### src/rtl/alu_pkg.sv
// Shared definitions for the multi-word ALU sequencer: op codes, FSM states
// and the word-counter width helper.
package alu_pkg;

  localparam logic [1:0] OP_AND = 2'b00;
  localparam logic [1:0] OP_OR  = 2'b01;
  localparam logic [1:0] OP_ADD = 2'b10;
  localparam logic [1:0] OP_SUB = 2'b11;

  typedef logic [1:0] state_t;

  localparam state_t ST_IDLE = 2'd0;
  localparam state_t ST_RUN  = 2'd1;
  localparam state_t ST_DONE = 2'd2;

  function automatic int cntWidth(input int words);
    return (words > 1) ? $clog2(words) : 1;
  endfunction

endpackage

### src/rtl/alu_word_shifter.sv
// W-bit register with parallel load and an N-bit right shift that inserts a
// new word at the MS end.
module alu_word_shifter #(
  parameter int N = 4,
  parameter int W = 16
) (
  input  logic         clk,
  input  logic         rst_n,
  input  logic         load_i,
  input  logic [W-1:0] loadData_i,
  input  logic         shift_i,
  input  logic [N-1:0] shiftIn_i,
  output logic [W-1:0] q_o
);

  logic [W-1:0] data_q, data_d;

  // Load has priority so a new operation always starts from a clean register.
  always_comb begin
    data_d = data_q;
    if (load_i) begin
      data_d = loadData_i;
    end else if (shift_i) begin
      data_d = {shiftIn_i, data_q[W-1:N]};
    end
  end

  always_ff @(posedge clk or negedge rst_n) begin
    if (!rst_n) begin
      data_q <= '0;
    end else begin
      data_q <= data_d;
    end
  end

  assign q_o = data_q;

endmodule

### src/rtl/alu_multiword_sequencer.sv
// Runs an N-bit combinational ALU over WORDS cycles, LS word first, to build a
// WORDS*N-bit result with C/V/Z flags behind a start/done handshake.
module alu_multiword_sequencer
  import alu_pkg::*;
#(
  parameter int N     = 4,
  parameter int WORDS = 4
) (
  input  logic                 clk,
  input  logic                 rst_n,
  input  logic                 start_i,
  input  logic [1:0]           op_i,
  input  logic [N*WORDS-1:0]   opa_i,
  input  logic [N*WORDS-1:0]   opb_i,
  output logic                 busy_o,
  output logic                 done_o,
  output logic [N*WORDS-1:0]   result_o,
  output logic                 c_flag_o,
  output logic                 v_flag_o,
  output logic                 z_flag_o,
  output logic [N-1:0]         alu_a_o,
  output logic [N-1:0]         alu_b_o,
  output logic                 alu_cin_o,
  output logic [1:0]           alu_ctrl_o,
  input  logic [N-1:0]         alu_f_i,
  input  logic                 alu_cout_i,
  input  logic                 alu_v_i,
  input  logic                 alu_z_i
);

  localparam int W  = N * WORDS;
  localparam int CW = cntWidth(WORDS);
  localparam logic [CW-1:0] LAST = CW'(WORDS - 1);

  state_t          state_q, state_d;
  logic [CW-1:0]   wordCnt_q, wordCnt_d;
  logic [1:0]      op_q;
  logic            carry_q, zAcc_q;
  logic [W-1:0]    result_q;
  logic            cFlag_q, vFlag_q, zFlag_q;
  logic [W-1:0]    opaSh, opbSh, resSh;
  logic            accept, running, lastWord, arith;
  logic            unusedBits;

  assign accept   = start_i && ((state_q == ST_IDLE) || (state_q == ST_DONE));
  assign running  = (state_q == ST_RUN);
  assign lastWord = running && (wordCnt_q == LAST);
  assign arith    = op_q[1];

  alu_word_shifter #(.N(N), .W(W)) u_opaShifter (
    .clk(clk), .rst_n(rst_n), .load_i(accept), .loadData_i(opa_i),
    .shift_i(running), .shiftIn_i('0), .q_o(opaSh)
  );

  alu_word_shifter #(.N(N), .W(W)) u_opbShifter (
    .clk(clk), .rst_n(rst_n), .load_i(accept), .loadData_i(opb_i),
    .shift_i(running), .shiftIn_i('0), .q_o(opbSh)
  );

  alu_word_shifter #(.N(N), .W(W)) u_resShifter (
    .clk(clk), .rst_n(rst_n), .load_i(accept), .loadData_i('0),
    .shift_i(running), .shiftIn_i(alu_f_i), .q_o(resSh)
  );

  // Words already shifted out of the LS end carry no further information.
  assign unusedBits = &{1'b0, opaSh[W-1:N], opbSh[W-1:N], resSh[N-1:0]};

  always_comb begin
    state_d   = state_q;
    wordCnt_d = wordCnt_q;
    case (state_q)
      ST_IDLE: begin
        if (start_i) begin
          state_d   = ST_RUN;
          wordCnt_d = '0;
        end
      end
      ST_RUN: begin
        if (wordCnt_q == LAST) begin
          state_d = ST_DONE;
        end else begin
          wordCnt_d = wordCnt_q + CW'(1);
        end
      end
      ST_DONE: begin
        if (start_i) begin
          state_d   = ST_RUN;
          wordCnt_d = '0;
        end else begin
          state_d = ST_IDLE;
        end
      end
      default: state_d = ST_IDLE;
    endcase
  end

  // Published result and flags only change on the final word, so they hold
  // steady through the next operation's RUN phase.
  always_ff @(posedge clk or negedge rst_n) begin
    if (!rst_n) begin
      state_q   <= ST_IDLE;
      wordCnt_q <= '0;
      op_q      <= OP_AND;
      carry_q   <= 1'b0;
      zAcc_q    <= 1'b0;
      result_q  <= '0;
      cFlag_q   <= 1'b0;
      vFlag_q   <= 1'b0;
      zFlag_q   <= 1'b0;
    end else begin
      state_q   <= state_d;
      wordCnt_q <= wordCnt_d;
      if (accept) begin
        op_q    <= op_i;
        carry_q <= 1'b0;
        zAcc_q  <= 1'b1;
      end else if (running) begin
        carry_q <= alu_cout_i;
        zAcc_q  <= zAcc_q & alu_z_i;
      end
      if (lastWord) begin
        result_q <= {alu_f_i, resSh[W-1:N]};
        cFlag_q  <= arith & alu_cout_i;
        vFlag_q  <= arith & alu_v_i;
        zFlag_q  <= zAcc_q & alu_z_i;
      end
    end
  end

  // SUB is a + ~b + 1, so the LS word injects the +1 as carry-in.
  always_comb begin
    alu_cin_o = 1'b0;
    if (running) begin
      if (wordCnt_q == '0) begin
        alu_cin_o = (op_q == OP_SUB);
      end else begin
        alu_cin_o = arith & carry_q;
      end
    end
  end

  assign alu_a_o    = running ? opaSh[N-1:0] : '0;
  assign alu_b_o    = running ? opbSh[N-1:0] : '0;
  assign alu_ctrl_o = op_q;
  assign busy_o     = running;
  assign done_o     = (state_q == ST_DONE);
  assign result_o   = result_q;
  assign c_flag_o   = cFlag_q;
  assign v_flag_o   = vFlag_q;
  assign z_flag_o   = zFlag_q;

endmodule

### config.mk
export PLATFORM = sky130hd
export DESIGN_NAME = alu_multiword_sequencer
export DESIGN_NICKNAME = d
export VERILOG_FILES = /design/src/rtl/alu_pkg.sv /design/src/rtl/alu_word_shifter.sv /design/src/rtl/alu_multiword_sequencer.sv
export SDC_FILE = /design/constraint.sdc
export NUM_CORES = 1
export LEC_CHECK = 0
export CORE_MARGIN = 4
export CORE_UTILIZATION = 45
export DETAILED_ROUTE_END_ITERATION = 16
export GPL_TIMING_DRIVEN = 0
export MAX_ROUTING_LAYER = met4
export PLACE_DENSITY = 0.77
export SYNTH_ARGS = -nofsm -noshare
export SYNTH_HDL_FRONTEND = slang
export SYNTH_SLANG_ARGS = --single-unit
### constraint.sdc
create_clock -name clk -period 1.5 [get_ports clk]
set_clock_uncertainty 0.2 [all_clocks]
set_input_delay 0.15 -clock clk [delete_from_list [all_inputs] [get_ports clk]]
set_output_delay 0.15 -clock clk [all_outputs]
set_load 0.005 [all_outputs]
=== Word level (Yosys, flattened, before mapping) ===
Cells that the tools add are included.

* Bits in registers: 75
* Output and inout bits: 32

* Equality and inequality tests: 8
* Add/sub/neg operators: 1
* Multiplexer cells: 21
* Bitwise logic cells: 4
* Reduce and logical (&&, ||, !) cells: 10

{| class="wikitable"
|+ Operators with widths
! cell !! count
|-
| $mux 16 || 6
|-
| $mux 2 || 4
|-
| $mux 4 || 2
|-
| $mux 1 || 7
|-
| $eq 2x2->1 const B || 3
|-
| $pmux 2 s3 || 1
|-
| $and 1x1->1 || 4
|-
| $logic_not 2->1 || 2
|-
| $ne 2x1->1 const B || 2
|-
| $ne 2x2->1 const B || 2
|-
| $pmux 2 s2 || 1
|-
| $reduce_bool 2->1 || 2
|-
| $reduce_and 3->1 || 1
|-
| $add 2x1->2 const B || 1
|-
| $eq 2x1->1 const B || 1
|-
| $logic_and 1x1->1 || 2
|-
| $reduce_and 2->1 || 1
|-
| $reduce_or 2->1 || 1
|-
| $logic_or 1x1->1 || 1
|}

=== Longest topological paths before layout ===
* Depth in word-level cells: 4
* Depth in mapped cells: 7
* Mapped depth without buffers: 4

=== By module ===
A second synthesis with hierarchy kept.

* Cell total of the unflattened synthesis: 298
* Area total of the unflattened synthesis: 3,454.6 µm²

{| class="wikitable"
|+ Modules (own cells, without submodules)
! module !! area an instance (µm²) !! cells an instance !! instances !! seq. area each (µm²)
|-
| alu_word_shifter || 744.5 || 69 || 3 || 400.4
|-
| alu_multiword_sequencer || 1,221.2 || 91 || 1 || 675.6
|}

=== Worst setup path after synthesis ===
Ideal clock, no wire load.

* Kind: register -> register
* Start: register wordCnt_q[0]
* End: register result_q[10] (netlist: result_o[10])
* Setup time: 125 ps
* Data arrival time: 1,268 ps
* Cell stages (with the launch flop): 5
* Path slack: -93 ps
* Clock period less this slack: 1,593 ps
* Cell sequence: dfrtp_1 -> ha_1 -> nand3b_4 -> buf_2 -> mux2_2

* Word-level cells in the longest chain between the ends: 2

{| class="wikitable"
|+ Ends and longest elaborated chain
! what !! RTL line !! text
|-
| start: declaration || alu_multiword_sequencer.sv:36 || <nowiki>logic [CW-1:0] wordCnt_q, wordCnt_d;</nowiki>
|-
| start signal: assignment || alu_multiword_sequencer.sv:112 || <nowiki>wordCnt_q <= wordCnt_d;</nowiki>
|-
| $eq 2x2->1 || alu_multiword_sequencer.sv:47 || <nowiki>assign lastWord = running && (wordCnt_q == LAST);</nowiki>
|-
| $logic_and 1x1->1 || alu_multiword_sequencer.sv:47 ||
|-
| end signal: assignment || alu_multiword_sequencer.sv:122 || <nowiki>result_q <= {alu_f_i, resSh[W-1:N]};</nowiki>
|-
| end: declaration || alu_multiword_sequencer.sv:39 || <nowiki>logic [W-1:0] result_q;</nowiki>
|}

No other way between the ends.
A chain may end at the register's enable or synchronous reset.

=== Final worst setup path ===
* Start: register state_q[1]
* End: output port done_o

* Word-level cells in the longest chain between the ends: 1

{| class="wikitable"
|+ Ends and longest elaborated chain
! what !! RTL line !! text
|-
| start: declaration || alu_multiword_sequencer.sv:35 || <nowiki>state_t state_q, state_d;</nowiki>
|-
| start signal: assignment || alu_multiword_sequencer.sv:111 || <nowiki>state_q <= state_d;</nowiki>
|-
| $eq 2x2->1 || alu_multiword_sequencer.sv:146 || <nowiki>assign done_o = (state_q == ST_DONE);</nowiki>
|-
| end: declaration || alu_multiword_sequencer.sv:16 || <nowiki>output logic done_o,</nowiki>
|}

No other way between the ends.

==> results.sh <==
export IMPL_status="finished with violations"
export IMPL_violations="negative setup slack"
export IMPL_die_area_um2=8820
export IMPL_antenna_cells=0
export IMPL_pin_count=76
export IMPL_critical_path_class="flop to primary output"
export IMPL_die_x_um=93.9
export IMPL_clock_sink_count=71
export IMPL_leakagePower_nw=2.28
export IMPL_track_usage_pct=20.7
export IMPL_dp_slack_ps=-644
export IMPL_fin_crit_ps=1790
export IMPL_clkTransAtPathRegs_ps=70
export IMPL_max_cap_violations=0
export IMPL_drtAntennaViolNets=0
export IMPL_crit_buf_inv=5
export IMPL_post_route_period_util_pct=119
export IMPL_crit_slowest_cell="dfrtp_2"
export IMPL_cpLargestDelayFamily="buffers and inverters"
export IMPL_setup_viol_count_final=64
export IMPL_p_per_area_nw_per_um2=2010
export IMPL_timing_final_ws_setup_ps=-289
export IMPL_max_slew_margin_pct=57.1
export IMPL_syn_instance_count=295
export IMPL_clk_latency_ps=340
export IMPL_syn_area_um2=3320
export IMPL_firstDrtPassIters=4
export IMPL_cp_required_ps=1150
export IMPL_wl_per_cell_um=17.3
export IMPL_cpPeakStageDelay_ps=420
export IMPL_synth_cell_types=26
export IMPL_grt_max_degree=72
export IMPL_rsz0062_at_grt="yes"
export IMPL_placed_cell_area_um2=4210
export IMPL_yosysTopAreaCellShare_pct=53.5
export IMPL_drtIter0Drc=137
export IMPL_overflow=0
export IMPL_initial_core_util_pct=46.1
export IMPL_cp_cell_sequence="buf_6, buf_6, buf_8, buf_8, nor2b_4, buf_2"
export IMPL_hold_ws_ps=138
export IMPL_viasPerCell=5.39
export IMPL_hold_path_class="input pin to flop"
export IMPL_syn2layout_area_growth_pct=48.3
export IMPL_cts_htree_levels=3
export IMPL_fp_dieH_um=93.9
export IMPL_remaining_drc_errors=0
export IMPL_cp_max_fo=3
export IMPL_gp_congestion=0.847
export IMPL_synthTopCellsByArea="dfrtp_1 53%, mux2_2 9.8%, mux2i_1 5.1%"
export IMPL_grt_pass1_wl_um=13900
export IMPL_coreArea_um2=7210
export IMPL_cts_root_buf="clkbuf_8"
export IMPL_drv_slew=0
export IMPL_synth_top_area_cell="dfrtp_1"
export IMPL_utilization_pct=68.3
export IMPL_fin_nets=456
export IMPL_synth_avg_cell_area_um2=11.3
export IMPL_ys_seq_elements=71
export IMPL_cts_tree="built"
export IMPL_rows=31
export IMPL_cts_buffers=9
export IMPL_ir_drop_uv=818
export IMPL_finalHoldViolCount=0
export IMPL_endpoint_kind="primary output"
export IMPL_num_fill_cells=521
export IMPL_yosys_warnings=0
export IMPL_antenna_found_initial=0
export IMPL_hpwl_um=5320
export IMPL_drt_wl_total_um=8900
export IMPL_setup_tns_ps=-8520
export IMPL_syn_nets=341
export IMPL_grt_pass1_vias=2831
export IMPL_clock_path_buffers=2
export IMPL_numPortBuffers=75
export IMPL_cp_start_kind="flop"
export IMPL_post_route_cells_drive_above_1_share_pct=35.9
export IMPL_tightest_slew_ps=643
export IMPL_vias=2769
export IMPL_arrival_ps=1440
export IMPL_yosysSeqAreaShare_pct=53.5
export IMPL_max_freq_mhz=559
export IMPL_final_cell_area_um2=4930
-- per-layer routing --
layer  track usage [%]  vias to the layer above  part of all wire, %
met2              32.2                       69                   50
met3              2.88                       16                  3.7
li1                  -                     1274                    -
met4              9.03                        0                  2.0
met5                 -                        -                    0
met1              27.2                     1410                   44
-- final cells by class --
class,instances,area [um2],share of cell area [%]
inverter,12,50.0,1.02
buffer,20,185,3.76
tap,99,124,2.51
timing repair buffer,106,1040,21.1
multi-input combinational,190,1570,31.9
sequential,71,1780,36.1
clock buffer,13,159,3.22
clock inverter,3,17.5,0.356
-- report_power, final --
part	switching (mW)	total, mW	internal [mW]
clock network	0.689	1.38	0.687
logic	2.20	5.13	2.93
registers	0.633	3.40	2.76
total	3.52	9.90	6.38
-- sequential cells by signal (all words and copies together), names as in the netlist --
name and count:
state_q 2, u_resShifter.q_o 12, carry_q 1, wordCnt_q 2, alu_ctrl_o 2, zAcc_q 1
u_opbShifter.q_o 16, z_flag_o 1, v_flag_o 1, u_opaShifter.q_o 16, result_o 16, c_flag_o 1
-- final timing paths --
check / startpoint / endpoint / slack (ps) / depth (start not counted)
setup reg to reg: state_q[1] / carry_q / -210 / 6
max in group asynchronous: rst_n / state_q[1] / 440 / 2
setup / recovery: state_q[1] / done_o / -290 / 6
hold reg to reg: z_flag_o / z_flag_o / 280 / 2
hold / removal: op_i[0] / alu_ctrl_o[0] / 140 / 3
min in group asynchronous: rst_n / result_o[8] / 190 / 2
-- layout by cell type (no fill, tap or decap), types with 7 or more instances in the layout --
master / n
a211oi_1: 12
a21oi_1: 15
a21oi_2: 8
a22o_1: 9
and2_4: 8
buf_2: 7
buf_4: 24
buf_6: 21
clkbuf_8: 11
clkdlybuf4s50_1: 41
dfrtp_1: 68
dlygate4sd2_1: 22
inv_1: 10
mux2_2: 28
mux2i_1: 15
nand2_1: 18
nand2b_1: 9
nor2b_1: 13
o21ai_1: 10
o22ai_2: 8
-- worst min-delay path: stages --
cell and delay [ps]:
clkdlybuf4s50_1 390, nand2_1 60, nand2_1 40
-- Yosys cell counts --
| cell | count |
|---|---|
| nor2_2 | 1 |
| a22o_1 | 9 |
| and3b_1 | 4 |
| a21o_1 | 1 |
| a21o_2 | 1 |
| clkbuf_1 | 2 |
| buf_2 | 12 |
| mux2i_1 | 17 |
| o21ai_0 | 9 |
| dfrtp_1 | 71 |
| o21ai_1 | 8 |
| nand2b_1 | 10 |
| inv_1 | 12 |
| o22ai_1 | 8 |
| nor2_1 | 3 |
| buf_4 | 8 |
| a211oi_1 | 12 |
| a21oi_1 | 23 |
| and2_1 | 8 |
| ha_1 | 2 |
| nand3_1 | 5 |
| mux2_2 | 29 |
| nand2_1 | 21 |
| nand3b_4 | 1 |
| nor2b_1 | 14 |
| a221o_1 | 4 |
-- logic make-up after synthesis --
group	Yosys count	share of synthesized area (%)
compound gates	75	14.3
flops	71	53.5
simple gates	67	11.3
mux	46	14.9
buf+inv	34	5.20
fa+ha+maj	2	0.753
-- metrics by stage --
stage	power [mW]	cells
final	9.90	514
after global routing	10.5	514
after CTS	9.06	507
after detailed placement	7.13	469
after global placement	7.00	469
after floorplan	5.57	295
-- repair_timing --
| item | in CTS | in global routing |
|---|---|---|
| gates cloned | 3 | 1 |
| endpoints found under the setup margin | 87 | 83 |
| resized for setup | 111 | 54 |
| hold endpoints to repair | 71 | 0 |
| buffers inserted | 19 | 11 |
| hold buffers | 1 | 0 |
| pin swaps | 22 | 8 |
Power figures use the tool's default switching activity.
==> edit, RTL diff (config.mk and constraints unchanged) <==
`N` is set to 4 in 2 places; all go to 8.
--- a/src/rtl/alu_word_shifter.sv
+++ b/src/rtl/alu_word_shifter.sv
@@ -3,3 +3,3 @@
 module alu_word_shifter #(
-  parameter int N = 4,
+  parameter int N = 8,
   parameter int W = 16
--- a/src/rtl/alu_multiword_sequencer.sv
+++ b/src/rtl/alu_multiword_sequencer.sv
@@ -5,3 +5,3 @@
 #(
-  parameter int N     = 4,
+  parameter int N     = 8,
   parameter int WORDS = 4
Interface: changed (6 resized); port bits go from 76 to 136. No check against the original RTL was run, so the function may have changed too.
==> edit against the unedited design <==
- the flow still finishes with violations (setup timing)
- cell area grew 100%
- sequential cell count grew 60
- worst hold slack lost 0.13 ns
- power grew 140%
- worst setup slack lost 0.13 ns
- wire length grew to 2.5 times the old value
- synthesized area grew 76%
- core utilization grew 10 points
- critical endpoint is now alu_b_o[5]
- largest cell class unchanged
==> edit: results <==
power_and_ir_drop:
  powerComb_mw: 12.3
  clock_net_power_mw: 4.62
  vdd_drop_max_mv: 1.489
  leakagePower_nw: 4.457
  total_power_mw: 23.57
  intPower_mw: 14.78
synth:
  synth_cell_type_count: 23
  syn-num-nets: 593
  synth_common_cells: "dfrtp_1 (131), mux2_2 (54), a21oi_1 (49), inv_1 (37), o22ai_1 (33)"
  synth_mux_area_share_pct: 14.06
  synth_compound_gate_area_share_pct: 15.49
  yosys_warnings: 0
  synth_adder_area_share_pct: 0.4280
  seq_area_frac_synth_pct: 56.07
  syn_inst: 511
  ys_top_cells_by_area: "dfrtp_1 (56%), mux2_2 (10%), a21oi_1 (4.2%), a22o_1 (4.0%), o22ai_1 (3.5%)"
worst_setup_path:
  worstPathMaxFanout: 4
  r2r_slack_ns: -0.31
  cp-endpoint: "alu_b_o[5]"
  cpPeakStageDelay_ns: 0.40
  crit_slowest_cell: "dfrtp_1"
  rr_endpoint: "result_o[16]"
  path_delay_family: "buffers and inverters"
global_routing:
  first_global_vias: 5664
  met1_usage_pct: 30.86
  use_met3_pct: 7.428
  use_met2_pct: 48.86
  track_usage_pct: 28.01
  grt_max_degree: 95
  grt_first_pass_wirelength_um: 30910
cts:
  insertion_delay_ns: 0.42
  cts_made_buffers: 17
  htreeDepth: 4
  cts_root_buf: "clkbuf_16"
final_layout:
  final.fill_count: 661
  drive_above_1_share_pct: 45.83
  multi_input_area_um2: 3136
  layout.nets: 800
sta:
  fin_setup_tns_ns: -23.87
  setup_viol: 145
  postLayoutSetupSlackWorst_ns: -0.4152
  holdWs_ns: 0.004661
  worst_pin_slew_ns: 0.5568
route:
  met2WireLength_um: 12030
  route.met3.wl_um: 1495
  routedWlPerCell_um: 24.97
  drt_wl_total_um: 22550
  wl_met1_um: 8018
  drtIter0Drc: 408
  via_per_inst: 5.843
  first_pass_iters: 5
placement:
  gp_congestion: 0.8838
  place_area_um2: 7466
  dp_hpwl_um: 10950
  placed_cells: 819
  place_ws_ns: -0.8121
  portBuffers: 135
status:
  violations: "setup timing"
  status: "finished, violations left"
worst_hold_path:
  hp-class: "input pin to asynchronous set/reset pin"
==> edit: changes by cell type in the layout (fill, tap and decap cells not counted), moves of 19 or more <==
cell / change
dfrtp_1: +61
a21oi_2: +19
inv_1: +24
o22ai_4: +27
clkbuf_16: +19
clkdlybuf4s50_1: +36
==> edit: repair_timing <==
item | CTS | global route
setup buffers | 44 | 14
gates resized for setup | 338 | 154
hold buffers | 1 | 0
endpoints found under the setup margin | 182 | 149
gates cloned | 11 | 2
pin swaps | 49 | 44
endpoints found under the hold margin | 131 | 0
==> edit: cell type report <==
cell class	count	share of cell area, %
sequential	131	32.97
multi-input combinational	304	31.51
inverter	37	1.446
tap	172	2.163
timing repair buffer	198	21.88
buffer	29	3.509
clock inverter	13	1.962
clock buffer	19	4.552
==> edit: cell families (layout without fill, tap and decap cells) <==
group | Yosys count | in the layout
flops | 131 | 131
mux | 75 | 75
simple gates | 83 | 83
buf+inv | 76 | 296
fa+ha+maj | 2 | 2
compound gates | 144 | 144
